File: config.mk
export PLATFORM = sky130hd
export DESIGN_NAME = instruction_memory
export DESIGN_NICKNAME = d
export VERILOG_FILES = /design/src/rtl/mips_pkg.sv /design/src/rtl/instruction_memory.sv
export SDC_FILE = /design/constraint.sdc
export NUM_CORES = 2
export LEC_CHECK = 0
export BUFFER_PORTS_ARGS = -buffer_cell sky130_fd_sc_hd__clkbuf_2
export CORE_ASPECT_RATIO = 1.5
export CORE_MARGIN = 2
export CORE_UTILIZATION = 40
export CTS_BUF_LIST = sky130_fd_sc_hd__clkbuf_16
export DETAILED_ROUTE_END_ITERATION = 10
export SETUP_SLACK_MARGIN = 0.1
export SKIP_LAST_GASP = 1
export SLEW_MARGIN = 10
export SYNTH_ARGS = -nofsm -noshare
export SYNTH_HDL_FRONTEND = slang
export SYNTH_SLANG_ARGS = --single-unit
File: constraint.sdc
create_clock -name clk -period 2.3 [get_ports clk]
set_input_delay 0.115 -clock clk [delete_from_list [all_inputs] [get_ports clk]]
set_output_delay 0.115 -clock clk [all_outputs]
set_load 0.01 [all_outputs]
File: src/rtl/mips_pkg.sv
// Shared constants for the single-cycle MIPS datapath blocks.
package mips_pkg;

    localparam int unsigned ADDR_W    = 8;
    localparam int unsigned DEF_WIDTH = 32;
    localparam int unsigned DEF_DEPTH = 64;
    localparam logic [31:0] NOP       = 32'h0000_0000;

    // True when a word index falls inside an array of 'depth' words.
    function automatic logic idx_in_range(input logic [ADDR_W-1:0] idx,
                                          input int unsigned depth);
        return 32'(idx) < depth;
    endfunction

endpackage

File: src/rtl/instruction_memory.sv
// Word-addressed instruction store: combinational read, synchronous load port,
// asynchronous active-low reset that clears every word to NOP.
module instruction_memory
    import mips_pkg::*;
#(
    parameter int unsigned WIDTH = DEF_WIDTH,
    parameter int unsigned DEPTH = DEF_DEPTH
) (
    input  logic              clk,
    input  logic              rst_n,
    input  logic [ADDR_W-1:0] A,
    output logic [WIDTH-1:0]  RD,
    input  logic              WE,
    input  logic [ADDR_W-1:0] WA,
    input  logic [WIDTH-1:0]  WD
);

    localparam int unsigned IDX_W = (DEPTH > 1) ? $clog2(DEPTH) : 1;

    logic [WIDTH-1:0] mem [DEPTH];

    always_ff @(posedge clk or negedge rst_n) begin
        if (!rst_n) begin
            for (int unsigned i = 0; i < DEPTH; i++) begin
                mem[IDX_W'(i)] <= WIDTH'(NOP);
            end
        end else if (WE && idx_in_range(WA, DEPTH)) begin
            mem[WA[IDX_W-1:0]] <= WD;
        end
    end

    // Out-of-range fetches decode as NOP; no bypass from the load port.
    assign RD = idx_in_range(A, DEPTH) ? mem[A[IDX_W-1:0]] : WIDTH'(NOP);

endmodule

==> results.py <==
metrics = {
    "run_status": {
        "status": "finished, violations left",
        "violations": "setup timing",
    },
    "clock_network": {
        "cts_max_level": 4,
        "cts-root-buf": "clkbuf_16",
        "cts_buffer_depth": 4,
        "clock-sinks": 2048,
        "cts.clk_slew.worst_paths_ns": 0.06,
        "cts_buffers": 202,
        "clock_latency_ns": 0.86,
        "cts_tree": "yes",
    },
    "synthesis": {
        "synthFlopType": "dfrtp_1",
        "synth_fa_ha_area_share_pct": 0,
        "ys_types": 58,
        "synth_seq_cells": 2048,
        "ys_seq_area_share_pct": 55.1,
        "syn_area_mm2": 0.0931,
        "synth_mux_area_share_pct": 39.2,
        "synth-compound-area-share_pct": 1.61,
        "ys_async_sr_fraction_pct": 100,
        "synthCells": 5811,
        "yosys.area_share.xor_xnor_pct": 0,
        "synth_top_family_by_area": "multiplexers",
        "avgSynthCellArea_um2": 16.0,
        "synth-warning-count": 0,
        "synth.net_count": 5862,
        "synth_edf_count": 0,
        "synth_simple_gate_area_share_pct": 1.21,
    },
    "detailed_routing": {
        "ant_nets": 0,
        "routed_wirelength_um": 304000,
        "num_vias": 55200,
        "routed_via_density": 5.90,
        "post_drt_wl_per_cell_um": 32.5,
        "drc": 0,
        "dr.first_iter.drc_count": 4025,
        "dr.pass1.iters": 7,
    },
    "worst_setup_path": {
        "worst_setup_path_start_kind": "register",
        "arrival_ns": 2.99,
        "critPathMaxFanout": 2,
        "end_kind": "output port",
        "crit_type": "reg2out",
        "cp.required_ns": 2.18,
    },
    "sta": {
        "relSlewSlack_pct": 18.4,
        "hold_violations": 0,
        "fin_crit_sh_pct": 135,
        "layout_min_cycle_time_ns": 3.11,
        "max_freq_mhz": 322,
        "slew_violations": 0,
        "worst_pin_slew_ns": 1.22,
        "clock_skew_ns": 0,
        "fin_hold_ws_ns": 0.0263,
        "setup_viol": 32,
        "layout_setup_ws_ns": -0.806,
        "rsz0062_at_grt": "yes",
    },
    "power_and_ir_drop": {
        "pwr_density_cell_mw_per_mm2": 707,
        "leakagePower_uw": 0.0527,
        "p_sw_uw": 19000,
        "p_int_uw": 58300,
        "clkPwrFrac_pct": 40.9,
        "ir_drop_mv": 0.514,
        "total_power_uw": 77200,
        "switching_share_pct": 24.5,
        "combPwrFrac_pct": 9.1,
        "p_seq_share_pct": 49.9,
    },
    "run": {
        "drv_cap": 0,
    },
    "floorplanning": {
        "coreArea_mm2": 0.231,
        "ios": 83,
        "dieHeight_um": 595,
        "start_util_pct": 40.3,
        "dieArea_mm2": 0.237,
        "die_x_um": 398,
        "row_count": 216,
    },
    "cells_and_area": {
        "area_delta_synth_final_pct": 17.3,
        "drive_gt1_share_pct": 59.4,
        "nNetsFinal": 6205,
        "top_regs": "mem: 2048 flops",
        "largest-register": "mem",
        "largest_reg_flops": 2048,
    },
    "global_route": {
        "antenna_found_initial": 16,
        "grt_first_pass_wirelength_um": 440000,
        "grt_max_degree": 109,
        "grt_pass1_vias": 59100,
        "grtUsageTotal_pct": 25.9,
        "grt_remaining_overflow": 0,
    },
    "place": {
        "gp_congestion": 0.843,
        "place_hpwl_um": 198000,
        "numPortBuffers": 82,
        "dp_slack_ns": -1.01,
    },
    "min_path": {
        "hold_path.class": "in2reg",
    },
}
==> per-stage QoR <==
step                cell area (um2)  TNS (ns)  utilization, %  std cells
floorplan                     93100         0               -       5811
global placement             102000    -12.01            44.1       8966
detailed placement           102000    -12.06            44.1       8966
CTS                          109000    -19.40            47.1       9350
global route                 109000    -20.05            47.2       9356
finish                       109000    -17.53            47.2       9361
==> layer usage <==
metal	track usage, %	vias up	routed length, um
li1	-	22300	-
met1	32.5	30700	120000
met2	43.7	1552	152000
met3	4.17	651	16000
met4	11.7	12	15900
met5	0	-	74
==> worst max-delay path, stage by stage, from the launching register on <==
cell and delay [ns]:
dfrtp_1 0.39, mux4_2 0.49, a22o_1 0.25, a221oi_2 0.24, buf_4 0.21, o22ai_2 0.07
or3_4 0.36, buf_6 0.13
==> logic make-up after synthesis <==
| kind of cell | Yosys count |
|---|---|
| mux | 2712 |
| flops | 2048 |
| buf+inv | 603 |
| simple gates | 245 |
| compound gates | 203 |
==> synth_stat cells, drive strengths merged, types with 9 or more instances <==
master | count | share of area [%]
a211oi | 10 | 0.081
a21oi | 26 | 0.14
a221oi | 18 | 0.17
a22o | 22 | 0.21
a22oi | 35 | 0.29
and2 | 14 | 0.094
buf | 352 | 1.9
clkbuf | 248 | 1.0
dfrtp | 2048 | 55
mux2 | 2056 | 25
mux2i | 119 | 1.3
mux4 | 537 | 13
nand2 | 111 | 0.45
nand2b | 9 | 0.061
nand3 | 15 | 0.081
nor2 | 45 | 0.18
nor2b | 14 | 0.094
nor3 | 14 | 0.075
o211ai | 12 | 0.097
o21ai | 12 | 0.065
o22ai | 25 | 0.17
==> placed cells by master, fill, tap and decap left out, types with 16 or more instances in the layout <==
| master | instances |
|---|---|
| mux2_2 | 2050 |
| dfrtp_1 | 2048 |
| mux4_2 | 537 |
| buf_4 | 437 |
| clkbuf_16 | 204 |
| buf_12 | 191 |
| mux2i_1 | 101 |
| clkbuf_2 | 63 |
| nand2_1 | 61 |
| clkinv_1 | 57 |
| nand2_2 | 43 |
| inv_1 | 42 |
| a22oi_1 | 29 |
| clkinv_2 | 27 |
| nor2_1 | 24 |
| dlygate4sd3_1 | 23 |
| a22o_1 | 22 |
| a21oi_1 | 18 |
| buf_6 | 17 |
| nor2_4 | 16 |
==> path summary, 6_finish.rpt <==
check	endpoint	startpoint	cells after the start	slack [ns]
hold / removal	mem[86]	WD[22]	3	0.03
min in group asynchronous	mem[193]	rst_n	3	0.06
hold reg to reg	mem[827]	mem[827]	1	0.48
setup / recovery	RD[4]	mem[36]	7	-0.81
setup reg to reg	mem[36]	mem[36]	3	1.29
max in group asynchronous	mem[1982]	rst_n	3	1.45
==> power by group through the flow <==
stage               Combinational (uW)  Sequential (uW)  Clock, uW
finish                            7050            38600      31600
global route                      7560            38700      33600
detailed placement                6900            39200          0
floorplan                         4030            38900          0
global placement                  6770            39100          0
CTS                               7110            38600      32200
==> area by class of cell <==
cell class / count / area [um2]
clock inverter: 149 / 931
multi-input combinational: 3160 / 40100
clock buffer: 204 / 5100
inverter: 3 / 16.3
sequential: 2048 / 51200
fill: 19800 / 122000
antenna: 6 / 15.0
timing repair buffer: 739 / 7960
tap: 3052 / 3820
==> timing repair <==
action                                 4_1_cts  5_1_grt
pin swaps                                   55       31
gates resized for setup                    135       46
setup endpoints to repair                   32       32
setup buffers                                8        5
hold buffers                                24        0
endpoints found under the hold margin     2427        0
Note: power is estimated with default switching activity, not from simulation.
